$ cat src/rtl/rom_dl_sequencer.sv
// Filters the ioctl download into the core's dn_* port, checks the image length and sequences core reset.
// States: IDLE wait | LOAD capture bytes | CHECK verify length | HOLD stretch reset | RUN core released
module rom_dl_sequencer #(
  parameter logic [24:0] EXPECT_LEN = 25'h00C000,
  parameter int          POST_RST   = 1024
) (
  input  logic        clk_sys,
  input  logic        reset,
  input  logic        ioctl_download,
  input  logic        ioctl_wr,
  input  logic [24:0] ioctl_addr,
  input  logic [7:0]  ioctl_dout,
  output logic [15:0] dn_addr,
  output logic [7:0]  dn_data,
  output logic        dn_wr,
  output logic        core_reset,
  output logic        rom_ready,
  output logic        dl_error
);

  localparam int HW = (POST_RST > 1) ? $clog2(POST_RST) : 1;

  typedef enum logic [2:0] {
    S_IDLE,
    S_LOAD,
    S_CHECK,
    S_HOLD,
    S_RUN
  } state_t;

  state_t        state;
  logic [24:0]   cnt;
  logic          ovf;
  logic [HW-1:0] hold_cnt;

  logic wr_hit;
  logic in_range;
  logic go_load;

  // A write in LOAD is taken even when ioctl_download drops in the same cycle.
  assign wr_hit   = (state == S_LOAD) && ioctl_wr;
  assign in_range = ioctl_addr < EXPECT_LEN;
  assign go_load  = ioctl_download &&
                    ((state == S_IDLE) || (state == S_HOLD) || (state == S_RUN));

  always_ff @(posedge clk_sys or posedge reset) begin
    if (reset) begin
      state      <= S_IDLE;
      core_reset <= 1'b1;
      rom_ready  <= 1'b0;
      dl_error   <= 1'b0;
      dn_wr      <= 1'b0;
      dn_addr    <= '0;
      dn_data    <= '0;
      cnt        <= '0;
      ovf        <= 1'b0;
      hold_cnt   <= '0;
    end else begin
      dn_wr <= 1'b0;

      if (wr_hit) begin
        if (cnt != '1) cnt <= cnt + 25'd1;
        if (in_range) begin
          dn_wr   <= 1'b1;
          dn_addr <= ioctl_addr[15:0];
          dn_data <= ioctl_dout;
        end else begin
          ovf <= 1'b1;
        end
      end

      case (state)
        S_LOAD: begin
          if (!ioctl_download) state <= S_CHECK;
        end
        S_CHECK: begin
          if (ovf || (cnt != EXPECT_LEN)) begin
            dl_error <= 1'b1;
            state    <= S_IDLE;
          end else begin
            hold_cnt <= HW'(POST_RST - 1);
            state    <= S_HOLD;
          end
        end
        S_HOLD: begin
          if (hold_cnt == '0) begin
            state      <= S_RUN;
            core_reset <= 1'b0;
            rom_ready  <= 1'b1;
          end else begin
            hold_cnt <= hold_cnt - HW'(1);
          end
        end
        S_IDLE, S_RUN: ;
        default: begin
          state      <= S_IDLE;
          core_reset <= 1'b1;
          rom_ready  <= 1'b0;
        end
      endcase

      // A new download wins over everything else, including an expiring HOLD.
      if (go_load) begin
        state      <= S_LOAD;
        cnt        <= '0;
        ovf        <= 1'b0;
        dl_error   <= 1'b0;
        core_reset <= 1'b1;
        rom_ready  <= 1'b0;
      end
    end
  end

endmodule

$ cat config.mk
export PLATFORM = sky130hd
export DESIGN_NAME = rom_dl_sequencer
export DESIGN_NICKNAME = d
export VERILOG_FILES = /design/src/rtl/rom_dl_sequencer.sv
export SDC_FILE = /design/constraint.sdc
export NUM_CORES = 1
export LEC_CHECK = 0
export ABC_AREA = 1
export CAP_MARGIN = 20
export CORE_MARGIN = 2
export CORE_UTILIZATION = 35
export DETAILED_ROUTE_END_ITERATION = 12
export GPL_TIMING_DRIVEN = 0
export PLACE_DENSITY = 0.54
export SLEW_MARGIN = 20
export SYNTH_ARGS = -nofsm -noshare
export SYNTH_HDL_FRONTEND = slang
export SYNTH_SLANG_ARGS = --single-unit
$ cat constraint.sdc
create_clock -name clk_sys -period 2.7 [get_ports clk_sys]
set_input_delay 0.405 -clock clk_sys [delete_from_list [all_inputs] [get_ports clk_sys]]
set_output_delay 0.405 -clock clk_sys [all_outputs]
set_load 0.01 [all_outputs]
==> results.md <==
* Net Sw Power at 1.037 mW
* Combinational power share at 28.8%
* Syn_nets at 573
* Maximum vdd drop at 0.2217 mV
* Num rows at 37
* Max-Cap Viols at 0
* Final setup viols at 0
* Commonest non-fill, non-tap cell in the layout: nand2_1
* Setup Skew at 0.009827 ns
* Max-slew headroom at 58.77%
* Initial core utilization at 36.26%
* Path type of the worst min-delay path: in2async
* TritonCTS Buffers at 9
* Critical Path RT at 2.93 ns
* Fraction of layout cells with a size suffix above 1 at 6.688%
* Register area share after synthesis at 44.42%
* Worst-Skew Late Latency at 0.35 ns
* Final Critical Period at 2.101 ns
* Period utilization at 77.82%
* # clock sinks at 67
* Most frequent cells in the layout: nand2_1, dfrtp_1, clkdlybuf4s50_1, nand3_1, nor2_1
* Kind of critical path: reg2reg
* Largest net degree at the start of global routing at 43
* Dpl ws at 0.5144 ns
* M2 GR Usage at 29.29%
* Antenna diode count at 0
* Final antenna-violating net count at 0
* Initial antenna violation count at 0
* Port bufs at 64
* FMAX at 475.9 MHz
* Grt ovf at 0
* #FFs+latches synth at 67
* DRC viols at 0
* Die W at 107.9 um
* Mean post-synth cell area at 7.100 um2
* Largest cells by area after synthesis: dfrtp_1, nand2_1, nand3_1
* Run status: complete, no violations
* CP peak stage delay at 0.46 ns
* GR peak layer: met2
* Root Buffer: clkbuf_8
* Max Slew Vio Count at 0
* Sw Ratio at 35.65%
* Worst Setup Start Kind: flop
* Post-CTS Setup Inserts at 0
* Pre-Repair DR Iteration Count at 5
* Crit Path Max Fanout at 10
* Via density at 4.920
* Synthesized instance count at 532
* Slowest CP cell: dfrtp_1
* Fill count at 1065
* Top cell type's share of synthesized area at 43.72%
* Overall die area at 0.01164 mm2
* Pleak at 2.260 nW
* RSZ-0062 raised after global routing: false
* CTS tree: done
* HPWL Detailed at 7538 um
* Power, Total at 2.909 mW
* Pwr Density at 602.4 mW/mm2
* Hold_buf cts at 0
* Clock transition at path regs at 0.08 ns
* Largest delay share family, worst path: simple AND/OR/NAND/NOR gates
* Core ar. at 0.01042 mm2
* Clock power share at 31.1%
* H-tree levels at 3
* Clock tree buffer depth at 2
* Min setup slack post-route at 0.5988 ns
* Synth cell types at 30
* Final nets at 649
* Number of global-route vias before repair at 3634
* WP data arrival at 2.34 ns
* Initial drt markers at 211
* Routed WL at 10180 um
* Critical Path End Type: flop
* Routed length per instance at 13.59 um
* Met1 Track Usage GR at 25.62%
* Internal power at 1.872 mW
* Tightest Pin Transition at 0.6184 ns
* Met3 Track Usage GR at 4.600%
* Area growth syn-to-layout at 27.86%
* Gpl congestion at 0.8587
* Synth Warn # at 0
* Area leader, netlist: dfrtp_1
* Post-Synthesis Cell Area at 0.003777 mm2
* Cells along the critical path: ha_1 -> nand2_2 -> nor2_4 -> nand2_2 -> nor2_4 -> nand3_2 -> nand2_4 -> buf_4 -> o21ai_1
* Total GRT Usage at 18.78%
* Sequential Power Share at 40.1%
* Global-route wire length before repair at 17310 um
* I/O pins at 65
* Crit path buffers/inverters at 1
* Hold Vio Cnt, Final at 0
* Vias after detailed routing at 3685
* PostCTS Resize Cnt at 0
* Height of the chip at 107.9 um
-- through the flow --
step	TNS, ns	hold slack, ns	utilization [%]	cells	instance area, um2
final	0	0.3765	46.37	749	4830
after global routing	0	0.3914	46.37	749	4830
after CTS	0	0.3795	46.37	749	4830
after detailed placement	0	0.4584	44.34	733	4618
after global placement	-46.99	0.4546	44.05	732	4588
after floorplan	0	0.4674	-	532	3777
-- cell families after synthesis --
family | Yosys count | synth area share (%)
XOR/XNOR | 3 | 0.6957
AO/OA/AOI/OAI | 70 | 9.573
buffers and inverters | 63 | 7.089
flip-flops | 67 | 44.42
AND/OR/NAND/NOR | 325 | 36.90
adder cells (fa/ha/maj) | 4 | 1.325
-- layout make-up --
class / count / area (um2) / share of cell area, %
inverters: 48 / 182.7 / 3.782
clock inverters: 5 / 60.06 / 1.244
flip-flops and latches: 67 / 1678 / 34.74
clock buffers: 11 / 151.4 / 3.135
plain buffers: 15 / 87.58 / 1.813
well taps: 136 / 170.2 / 3.523
multi-input cells: 402 / 1832 / 37.93
repair buffers: 65 / 668.1 / 13.83
-- power groups by stage --
stage	Sequential, mW	Clock, mW	Combinational (mW)
final	1.17	0.904	0.839
after CTS	1.17	0.933	0.839
after detailed placement	1.18	0	0.837
after global routing	1.18	0.977	0.937
after global placement	1.19	0	0.827
after floorplan	1.18	0	0.535
-- layer usage --
| layer | vias up | wire (um) |
|---|---|---|
| met1 | 1712 | 4900 |
| met2 | 90 | 4514 |
| met4 | 0 | 149 |
| met3 | 10 | 613 |
| met5 | - | 0 |
| li1 | 1873 | - |
-- Yosys cell counts --
| cell | count |
|---|---|
| nand2_1 | 184 |
| dfrtp_1 | 66 |
| nand3_1 | 58 |
| nor2_1 | 49 |
| inv_1 | 47 |
| o21ai_0 | 36 |
| o21ai_1 | 24 |
| nand4_1 | 15 |
| clkbuf_1 | 7 |
| a21oi_1 | 6 |
| buf_2 | 4 |
| ha_1 | 4 |
| or2_2 | 4 |
| buf_6 | 3 |
| nor3_1 | 3 |
| xor2_1 | 3 |
| nand2_2 | 2 |
| nor2_2 | 2 |
| nor2_4 | 2 |
| nor4_1 | 2 |
| o21bai_1 | 2 |
| a21boi_0 | 1 |
| and3_1 | 1 |
| buf_4 | 1 |
| dfstp_2 | 1 |
| inv_2 | 1 |
| nand2_4 | 1 |
| nand3_2 | 1 |
| nor3b_1 | 1 |
| o21ai_2 | 1 |
-- sequential cells by signal, summed over array words and instances (netlist names), 3 cells and up --
register and count:
dn_data 8, dn_addr 16, state 3, hold_cnt 10
cnt 25
-- worst paths after layout --
kind / end / startpoint / slack, ns / cells past startpoint
min in group clk_sys: core_reset / core_reset / 0.47 / 2
max: cnt[4] / cnt[0] / 0.60 / 9
min: hold_cnt[0] / reset / 0.38 / 2
max reg2reg: cnt[4] / cnt[0] / 0.60 / 9
max in group asynchronous: dn_data[4] / reset / 1.80 / 3
min reg2reg: core_reset / core_reset / 0.47 / 2
No activity file was read; power rests on OpenSTA's default activity.
